`src/rtl/gvram_fetch_ctrl.sv`:
```
// gvram_fetch_ctrl
// Graphic VRAM bus sequencer for the 16 MHz graphics path. It produces the
// dot-cell counter and the display byte for the serialiser, and shares the
// single VRAM port between a fixed display-fetch slot (cnt 4..6) and CPU
// accesses that use a wait-state handshake.
// Optional feature: define GVRAM_READBACK_EN to enable CPU reads from VRAM.
// Without it CPU_DO is held at zero and CPU read cycles do not assert VRAM_nOE.
module gvram_fetch_ctrl #(
    parameter int ADDR_W     = 13,
    parameter int VRAM_BYTES = 8000
) (
    input  logic              CLK,
    input  logic              nRST,
    input  logic              nHBLANK,
    input  logic              nVBLANK,
    input  logic              CPU_nREQ,
    input  logic              CPU_WR,
    input  logic [ADDR_W-1:0] CPU_A,
    input  logic [7:0]        CPU_DI,
    output logic [7:0]        CPU_DO,
    output logic              CPU_nWAIT,
    output logic [ADDR_W-1:0] VA,
    input  logic [7:0]        VD_I,
    output logic [7:0]        VD_O,
    output logic              VD_OE,
    output logic              VRAM_nCE,
    output logic              VRAM_nOE,
    output logic              VRAM_nWE,
    output logic [7:0]        DATA,
    output logic [2:0]        cnt
);

    typedef enum logic [1:0] {IDLE, ACC1, ACC2, DONE} cpu_state_t;

    localparam logic [ADDR_W-1:0] DA_LAST = ADDR_W'(VRAM_BYTES - 1);

    cpu_state_t        state;
    cpu_state_t        state_nxt;
    logic [ADDR_W-1:0] da;
    logic              nvblank_p0;
    logic              active;
    logic              fetch;
    logic              grant;
    logic              cpu_slot;
    logic              vblank_start;

    assign active       = nHBLANK & nVBLANK;
    assign fetch        = active && (cnt >= 3'd4) && (cnt <= 3'd6);
    // The window describes the cell in which ACC1 will run: ACC1 lands on
    // cnt 0 or 1, so the decision is taken while cnt is 7 or 0.
    assign grant        = !active || (cnt == 3'd7) || (cnt == 3'd0);
    assign cpu_slot     = (state == ACC1) || (state == ACC2);
    assign vblank_start = !nVBLANK && nvblank_p0;
    assign CPU_nWAIT    = !(!CPU_nREQ && (state != DONE));

    // Dot-cell counter: free-runs mod 8 while active, parked at 0 in blanking.
    always_ff @(posedge CLK or negedge nRST) begin
        if (!nRST) begin
            cnt <= 3'd0;
        end else if (active) begin
            cnt <= cnt + 3'd1;
        end else begin
            cnt <= 3'd0;
        end
    end

    // Display fetch: latch the byte and advance DA when leaving cnt 6;
    // blanking clears DATA, and the start of vertical blanking rewinds DA.
    always_ff @(posedge CLK or negedge nRST) begin
        if (!nRST) begin
            DATA       <= 8'h00;
            da         <= '0;
            nvblank_p0 <= 1'b1;
        end else begin
            nvblank_p0 <= nVBLANK;
            if (!active) begin
                DATA <= 8'h00;
            end else if (cnt == 3'd6) begin
                DATA <= VD_I;
            end
            if (vblank_start) begin
                da <= '0;
            end else if (active && (cnt == 3'd6)) begin
                da <= (da == DA_LAST) ? '0 : da + 1'b1;
            end
        end
    end

    // CPU access state register.
    always_ff @(posedge CLK or negedge nRST) begin
        if (!nRST) begin
            state <= IDLE;
        end else begin
            state <= state_nxt;
        end
    end

    // CPU access sequencing: two bus cycles, then hold DONE until the request drops.
    always_comb begin
        state_nxt = state;
        case (state)
            IDLE: if (!CPU_nREQ && grant) state_nxt = ACC1;
            ACC1: state_nxt = ACC2;
            ACC2: state_nxt = DONE;
            DONE: if (CPU_nREQ) state_nxt = IDLE;
            default: state_nxt = IDLE;
        endcase
    end

`ifdef GVRAM_READBACK_EN
    // CPU read data is captured at the end of the second access cycle.
    always_ff @(posedge CLK or negedge nRST) begin
        if (!nRST) begin
            CPU_DO <= 8'h00;
        end else if ((state == ACC2) && !CPU_WR) begin
            CPU_DO <= VD_I;
        end
    end
`else
    assign CPU_DO = 8'h00;
`endif

    // VRAM bus mux: the display slot always wins; CPU slots fall in cnt 0..3
    // or blanking, so the two never meet.
    always_comb begin
        VA       = '0;
        VD_O     = 8'h00;
        VD_OE    = 1'b0;
        VRAM_nCE = 1'b1;
        VRAM_nOE = 1'b1;
        VRAM_nWE = 1'b1;
        if (fetch) begin
            VA       = da;
            VRAM_nCE = 1'b0;
            VRAM_nOE = 1'b0;
        end else if (cpu_slot) begin
            VA       = CPU_A;
            VRAM_nCE = 1'b0;
            if (CPU_WR) begin
                VD_O     = CPU_DI;
                VD_OE    = 1'b1;
                VRAM_nWE = (state == ACC2) ? 1'b0 : 1'b1;
            end
`ifdef GVRAM_READBACK_EN
            else begin
                VRAM_nOE = 1'b0;
            end
`endif
        end
    end

endmodule

```
`config.mk`:
```
export PLATFORM = sky130hd
export DESIGN_NAME = gvram_fetch_ctrl
export DESIGN_NICKNAME = d
export VERILOG_FILES = /design/src/rtl/gvram_fetch_ctrl.sv
export SDC_FILE = /design/constraint.sdc
export NUM_CORES = 1
export LEC_CHECK = 0
export BUFFER_PORTS_ARGS = -buffer_cell sky130_fd_sc_hd__buf_2
export CORE_MARGIN = 3
export CORE_UTILIZATION = 35
export CTS_CLUSTER_SIZE = 10
export DETAILED_ROUTE_END_ITERATION = 12
export GPL_ROUTABILITY_DRIVEN = 0
export REMOVE_ABC_BUFFERS = 1
export SLEW_MARGIN = 10
export SYNTH_ARGS = -nofsm -noshare
export SYNTH_HDL_FRONTEND = slang
export SYNTH_SLANG_ARGS = --single-unit
```
`constraint.sdc`:
```
create_clock -name CLK -period 4.9 [get_ports CLK]
set_input_delay 0.98 -clock CLK [delete_from_list [all_inputs] [get_ports CLK]]
set_output_delay 0.98 -clock CLK [all_outputs]
set_load 0.005 [all_outputs]
```
==> flow_metrics.env, run 1 <==
export IMPL_grtUsageTotal_pct=15.0
export IMPL_synth_edf_count=0
export IMPL_area_growth_pct=23.6
export IMPL_regArea_sq_um=677
export IMPL_ys_async_sr_fraction_pct=100
export IMPL_num_rows=24
export IMPL_detail_route_antenna_nets=0
export IMPL_cp_common_cell="buf_2"
export IMPL_report_final_slew_viol_count=0
export IMPL_port_buffers=71
export IMPL_ys_warnings_count=0
export IMPL_ios=80
export IMPL_ys_seq_area_share_pct=40.2
export IMPL_setup_tns_ns=0
export IMPL_worst_pin_slew_ns=1.21
export IMPL_ir_worst_vdd_uv=230
export IMPL_hold_path_class="reg2reg"
export IMPL_placed_area_sq_um=2030
export IMPL_fin_area_sq_um=2080
export IMPL_first_pass_iters=4
export IMPL_synthesis_area_sq_um=1680
export IMPL_hold_viol_final=0
export IMPL_setup_violations_final=0
export IMPL_met2_usage_pct=26.5
export IMPL_drc=0
export IMPL_dp_cells=310
export IMPL_comb_power_share_pct=44.2
export IMPL_post_cts_buffers=0
export IMPL_cts_sinks=27
export IMPL_cp_max_fo=17
export IMPL_switching_share_pct=35.6
export IMPL_synth_area_leaders="dfrtp_1 (39%), nand2_1 (7.8%), nand3_1 (5.9%)"
export IMPL_syn_instance_count=196
export IMPL_insertion_delay_ns=0.28
export IMPL_place_ws_ns=1.59
export IMPL_nFillCells=447
export IMPL_wl_per_cell_um=12.9
export IMPL_instances_no_fill=314
export IMPL_p_int_uw=439
export IMPL_holdWs_ns=0.507
export IMPL_grt_pass1_wl_um=6710
export IMPL_crit_chain="buf_2 -> and4_1 -> buf_4 -> inv_2 -> and3_1 -> and2_1 -> buf_2"
export IMPL_end_kind="output port"
export IMPL_grt_pass1_vias=1480
export IMPL_htreeDepth=1
export IMPL_cap_violations=0
export IMPL_power_density_nw_per_um2=328
export IMPL_cts_tree="done"
export IMPL_power_leakage_uw=0.00109
export IMPL_cts_made_buffers=3
export IMPL_synth_top_cell_area_share_pct=38.7
export IMPL_grt_max_degree=28
export IMPL_antenna_found_initial=0
export IMPL_post_cts_resized=0
export IMPL_rsz0062_at_grt="no"
export IMPL_startpoint_type="input pin"
export IMPL_synth_cell_type_count=36
export IMPL_p_clk_share_pct=20.2
export IMPL_dp_hpwl_um=3030
export IMPL_cp_arrival_ns=2.31
export IMPL_multiInputGateArea_sq_um=896
export IMPL_crit_type="in2out"
export IMPL_routed_wl_um=4050
export IMPL_overflow=0
export IMPL_finClkSkew_ns=0.00192
export IMPL_synth_top_flop_cell="dfrtp_1"
export IMPL_met3_usage_pct=3.83
export IMPL_cp_slowest_stage_delay_ns=0.32
export IMPL_cpMaxStageDelayCell="and3_1"
export IMPL_top_usage_layer="met2"
export IMPL_synth_area_leader_cell="dfrtp_1"
export IMPL_clk_pin_slew_ns=0.10
export IMPL_core_sq_um=4500
export IMPL_fin_crit_ns=3.29
export IMPL_die_w_um=75.3
export IMPL_initial_core_util_pct=37.4
export IMPL_final_layout_size_suffix_gt1_share_pct=32.8
export IMPL_die_area_sq_um=5680
export IMPL_antenna_cells=0
export IMPL_drt_iter0_markers=77
export IMPL_fin_nets=305
export IMPL_via_per_inst=4.99
export IMPL_synth_seq_cells=27
export IMPL_max_slew_margin_pct=19.3
export IMPL_dieHeight_um=75.3
export IMPL_status="complete, no violations"
export IMPL_yosysMostFrequentCell="nand2_1"
export IMPL_vias=1567
export IMPL_period_share_pct=67.2
export IMPL_syn_avg_cell_area_sq_um=8.59
export IMPL_cts_root_buf="clkbuf_8"
export IMPL_clockBufferDepth=2
export IMPL_cp_required_ns=3.92
export IMPL_cts_hold_buf=0
export IMPL_fmax_mhz=304
export IMPL_fin_ws_ns=1.61
export IMPL_switchingPower_uw=243
export IMPL_use_met1_pct=19.5
export IMPL_pwr_share_seq_pct=35.6
export IMPL_netlist_top_cells_count="nand2_1 (35), dfrtp_1 (26), nand3_1 (20), a21oi_1 (10), buf_4 (9)"
-- routing by layer --
metal,share of wire [%],vias to the layer above
met2,47,46
met5,0,-
met4,0.20,0
met3,6.6,2
li1,-,814
met1,46,705
-- sequential cells by signal, indices dropped and copies added, names as in the netlist --
register and count:
cnt 3, DATA 8, nvblank_p0 1, state 2, da 13
-- stage by stage --
step           total power, uW  utilization (%)
2_1_floorplan              413                -
3_3_place_gp               550             45.1
3_5_place_dp               555             45.1
4_1_cts                    693             46.2
5_1_grt                    742             46.2
6_report                   682             46.2
-- power groups by stage --
stage	Sequential [uW]	Clock, uW	Combinational, uW
floorplan	245	0	167
global placement	247	0	303
detailed placement	247	0	308
CTS	243	140	310
global route	244	152	346
finish	243	138	302
-- placed cells by master, fill, tap and decap left out, types with 3 or more instances in the layout --
master	instances
dfrtp_1	26
nand3_1	20
a21oi_1	10
a22o_1	8
nand3b_1	3
o21ai_0	6
nand2_1	35
clkbuf_8	3
or4_1	5
and2_1	8
and3_1	3
o31ai_1	5
nor2_1	3
a31oi_1	7
buf_2	71
ha_1	7
or3_2	3
nor2b_1	4
inv_1	7
conb_1	8
-- layout make-up --
class                   count  share of cell area, %
multi-input cells         151                   43.1
flip-flops and latches     27                   32.5
well taps                  52                   3.13
clock buffers               3                   1.98
repair buffers             72                   17.4
inverters                   8                   1.44
clock inverters             1                  0.421
-- cells by family after synthesis --
group                      after synthesis  share of synthesized area (%)
other                                    1                          0.223
DFF                                     27                           40.2
muxes                                    1                          0.669
buffers and inverters                   25                           8.10
adders and majority gates                7                           5.20
and+or+nand+nor                         97                           30.3
AOI/OAI and AO/OA                       38                           15.3
-- worst max-delay path: cells and delay by family --
family	cells	cell delay (ns)
buf+inv	4	0.67
simple gates	3	0.66
-- final timing paths --
kind,slack (ns),cells past startpoint,startpoint,endpoint
setup / recovery,1.61,7,nVBLANK,VD_O[4]
hold / removal,0.51,1,DATA[2]$_DFFE_PN0P_,DATA[2]$_DFFE_PN0P_
setup reg to reg,2.82,5,da[0]$_DFFE_PN0P_,da[8]$_DFFE_PN0P_
hold reg to reg,0.51,1,DATA[2]$_DFFE_PN0P_,DATA[2]$_DFFE_PN0P_
max in group asynchronous,3.80,1,nRST,da[7]$_DFFE_PN0P_
min in group asynchronous,0.70,1,nRST,DATA[7]$_DFFE_PN0P_
Note: power is estimated with default switching activity, not from simulation.
==> run 2, diff against run 1 <==
--- a/config.mk
+++ b/config.mk
@@ -11,6 +11,7 @@
 export CTS_CLUSTER_SIZE = 10
 export DETAILED_ROUTE_END_ITERATION = 12
 export GPL_ROUTABILITY_DRIVEN = 0
+export PLACE_DENSITY = 0.66
 export REMOVE_ABC_BUFFERS = 1
 export SLEW_MARGIN = 10
 export SYNTH_ARGS = -nofsm -noshare
==> constraint.sdc (replaced) <==
create_clock -name CLK -period 2.85 [get_ports CLK]
set_input_delay 0.57 -clock CLK [delete_from_list [all_inputs] [get_ports CLK]]
set_output_delay 0.57 -clock CLK [all_outputs]
set_load 0.005 [all_outputs]
==> run 2 against run 1 <==
- non-clock buffer count up 2
- combinational power is 71% higher
- die area did not move
- worst setup slack got worse by 1.2 ns
- largest cell class unchanged
- core utilization is 0.31 points higher
- critical path depth down 2
==> flow_metrics.env, run 2 (same netlist as run 1, synthesis figures left out) <==
export IMPL_rsz0062_at_grt="no"
export IMPL_ir_worst_vdd_uv=203
export IMPL_switching_share_pct=34.6
export IMPL_first_pass_iters=4
export IMPL_fin_util_pct=46.5
export IMPL_grtUsageTotal_pct=14.9
export IMPL_port_buffers=71
export IMPL_routed_wl_um=4000
export IMPL_period_share_pct=87.1
export IMPL_end_kind="output port"
export IMPL_final_cell_mix="buf_2 (71), nand2_1 (35), dfrtp_1 (26)"
export IMPL_ios=80
export IMPL_die_area_sq_um=5680
export IMPL_reg_largest_list="da x13, DATA x8, cnt x3"
export IMPL_post_cts_buffers=0
export IMPL_p_clk_share_pct=18.9
export IMPL_final_layout_size_suffix_gt1_share_pct=33.3
export IMPL_crit_type="reg2out"
export IMPL_status="complete, no violations"
export IMPL_dieHeight_um=75.3
export IMPL_wl_per_cell_um=12.7
export IMPL_max_slew_margin_pct=60.3
export IMPL_drt_iter0_markers=87
export IMPL_initial_core_util_pct=37.4
export IMPL_finClkSkew_ns=0.00792
export IMPL_pwr_share_seq_pct=36.3
export IMPL_num_rows=24
export IMPL_cp_max_fo=16
export IMPL_crit_path_start="state[0]$_DFFE_PN0P_"
export IMPL_htreeDepth=1
export IMPL_cts_tree="done"
export IMPL_report_final_slew_viol_count=0
export IMPL_insertion_delay_ns=0.27
export IMPL_area_growth_pct=24.5
export IMPL_fmax_mhz=403
export IMPL_post_cts_resized=0
export IMPL_dp_hpwl_um=3110
export IMPL_fin_ws_ns=0.367
export IMPL_clockBufferDepth=2
export IMPL_cp_arrival_ns=1.91
export IMPL_detail_route_antenna_nets=0
export IMPL_largest_reg_flops=13
export IMPL_hold_path_class="in2async"
export IMPL_cts_hold_buf=0
export IMPL_setup_tns_ns=0
export IMPL_worst_pin_slew_ns=0.596
export IMPL_via_per_inst=5.03
export IMPL_overflow=0
export IMPL_clk_pin_slew_ns=0.10
export IMPL_cts_root_buf="clkbuf_8"
export IMPL_fin_crit_ns=2.48
export IMPL_power_density_nw_per_um2=549
export IMPL_die_w_um=75.3
export IMPL_antenna_found_initial=0
export IMPL_comb_power_share_pct=44.8
export IMPL_hold_viol_final=0
export IMPL_core_sq_um=4500
export IMPL_p_total_uw=1150
export IMPL_p_int_uw=752
export IMPL_nFillCells=473
export IMPL_cp_required_ns=2.28
export IMPL_layout_commonest_cell="buf_2"
export IMPL_power_leakage_uw=0.00109
export IMPL_cts_sinks=27
export IMPL_grt_pass1_wl_um=6610
export IMPL_startpoint_type="flop"
export IMPL_regMostFlops="da"
export IMPL_cts_made_buffers=3
export IMPL_switchingPower_uw=398
export IMPL_antenna_cells=0
export IMPL_fin_nets=307
export IMPL_r2r_start="da[0]$_DFFE_PN0P_"
export IMPL_cap_violations=0
export IMPL_drc=0
export IMPL_grt_max_degree=28
export IMPL_grt_pass1_vias=1448
export IMPL_vias=1588
export IMPL_setup_violations_final=0
export IMPL_place_ws_ns=0.546
## run 2: cell count changes in the layout (fill, tap and decap cells not counted)
cell / before / now
inv_6: 1 / 0
buf_4: 1 / 3
clkinvlp_4: 0 / 1
## run 2: final cells by class
class,count,area (sq um),share of cell area [%]
Clock buffer,3,41.3,1.97
Clock inverter,1,7.51,0.358
Inverter,8,30.0,1.43
Multi-Input combinational cell,151,896,42.8
Sequential cell,27,677,32.3
Tap cell,52,65.1,3.11
Timing Repair Buffer,74,378,18.0
## run 2: final timing paths
kind / to / slack, ns / depth (start not counted)
max reg2reg: da[12]$_DFFE_PN0P_ / 0.78 / 5
min in group CLK: nvblank_p0$_DFF_PN1_ / 0.45 / 1
max in group asynchronous: da[8]$_DFFE_PN0P_ / 2.16 / 1
min reg2reg: DATA[6]$_DFFE_PN0P_ / 0.50 / 1
max: VD_O[6] / 0.37 / 5
min: DATA[4]$_DFFE_PN0P_ / 0.29 / 1
## run 2: power by group through the flow
stage,Sequential [uW],Combinational (uW),Clock [uW]
2_1_floorplan,421,288,0
3_3_place_gp,424,519,0
3_5_place_dp,425,526,0
4_1_cts,417,528,230
5_1_grt,420,591,246
6_report,417,515,218
## run 2: metrics by stage
| stage | hold slack [ns] | area [sq um] | cells |
|---|---|---|---|
| after floorplan | 0.274 | 1600 | 186 |
| after global placement | 0.484 | 2050 | 312 |
| after detailed placement | 0.481 | 2050 | 312 |
| after CTS | 0.315 | 2090 | 316 |
| after global routing | 0.333 | 2090 | 316 |
| final | 0.289 | 2090 | 316 |
## run 2: routing by layer
| layer | track usage, % | part of all wire, % | up-vias |
|---|---|---|---|
| li1 | - | - | 816 |
| met2 | 25.8 | 49 | 56 |
| met3 | 2.64 | 6.5 | 2 |
| met5 | 0 | 0 | - |
| met4 | 2.91 | 0.47 | 0 |
| met1 | 19.6 | 44 | 714 |
## run 2: worst max-delay path, cell delays in order (launching register included)
cell and delay [ns]:
dfrtp_1 0.38, inv_1 0.07, ha_1 0.58, and3_1 0.35
and2_1 0.16, buf_2 0.11
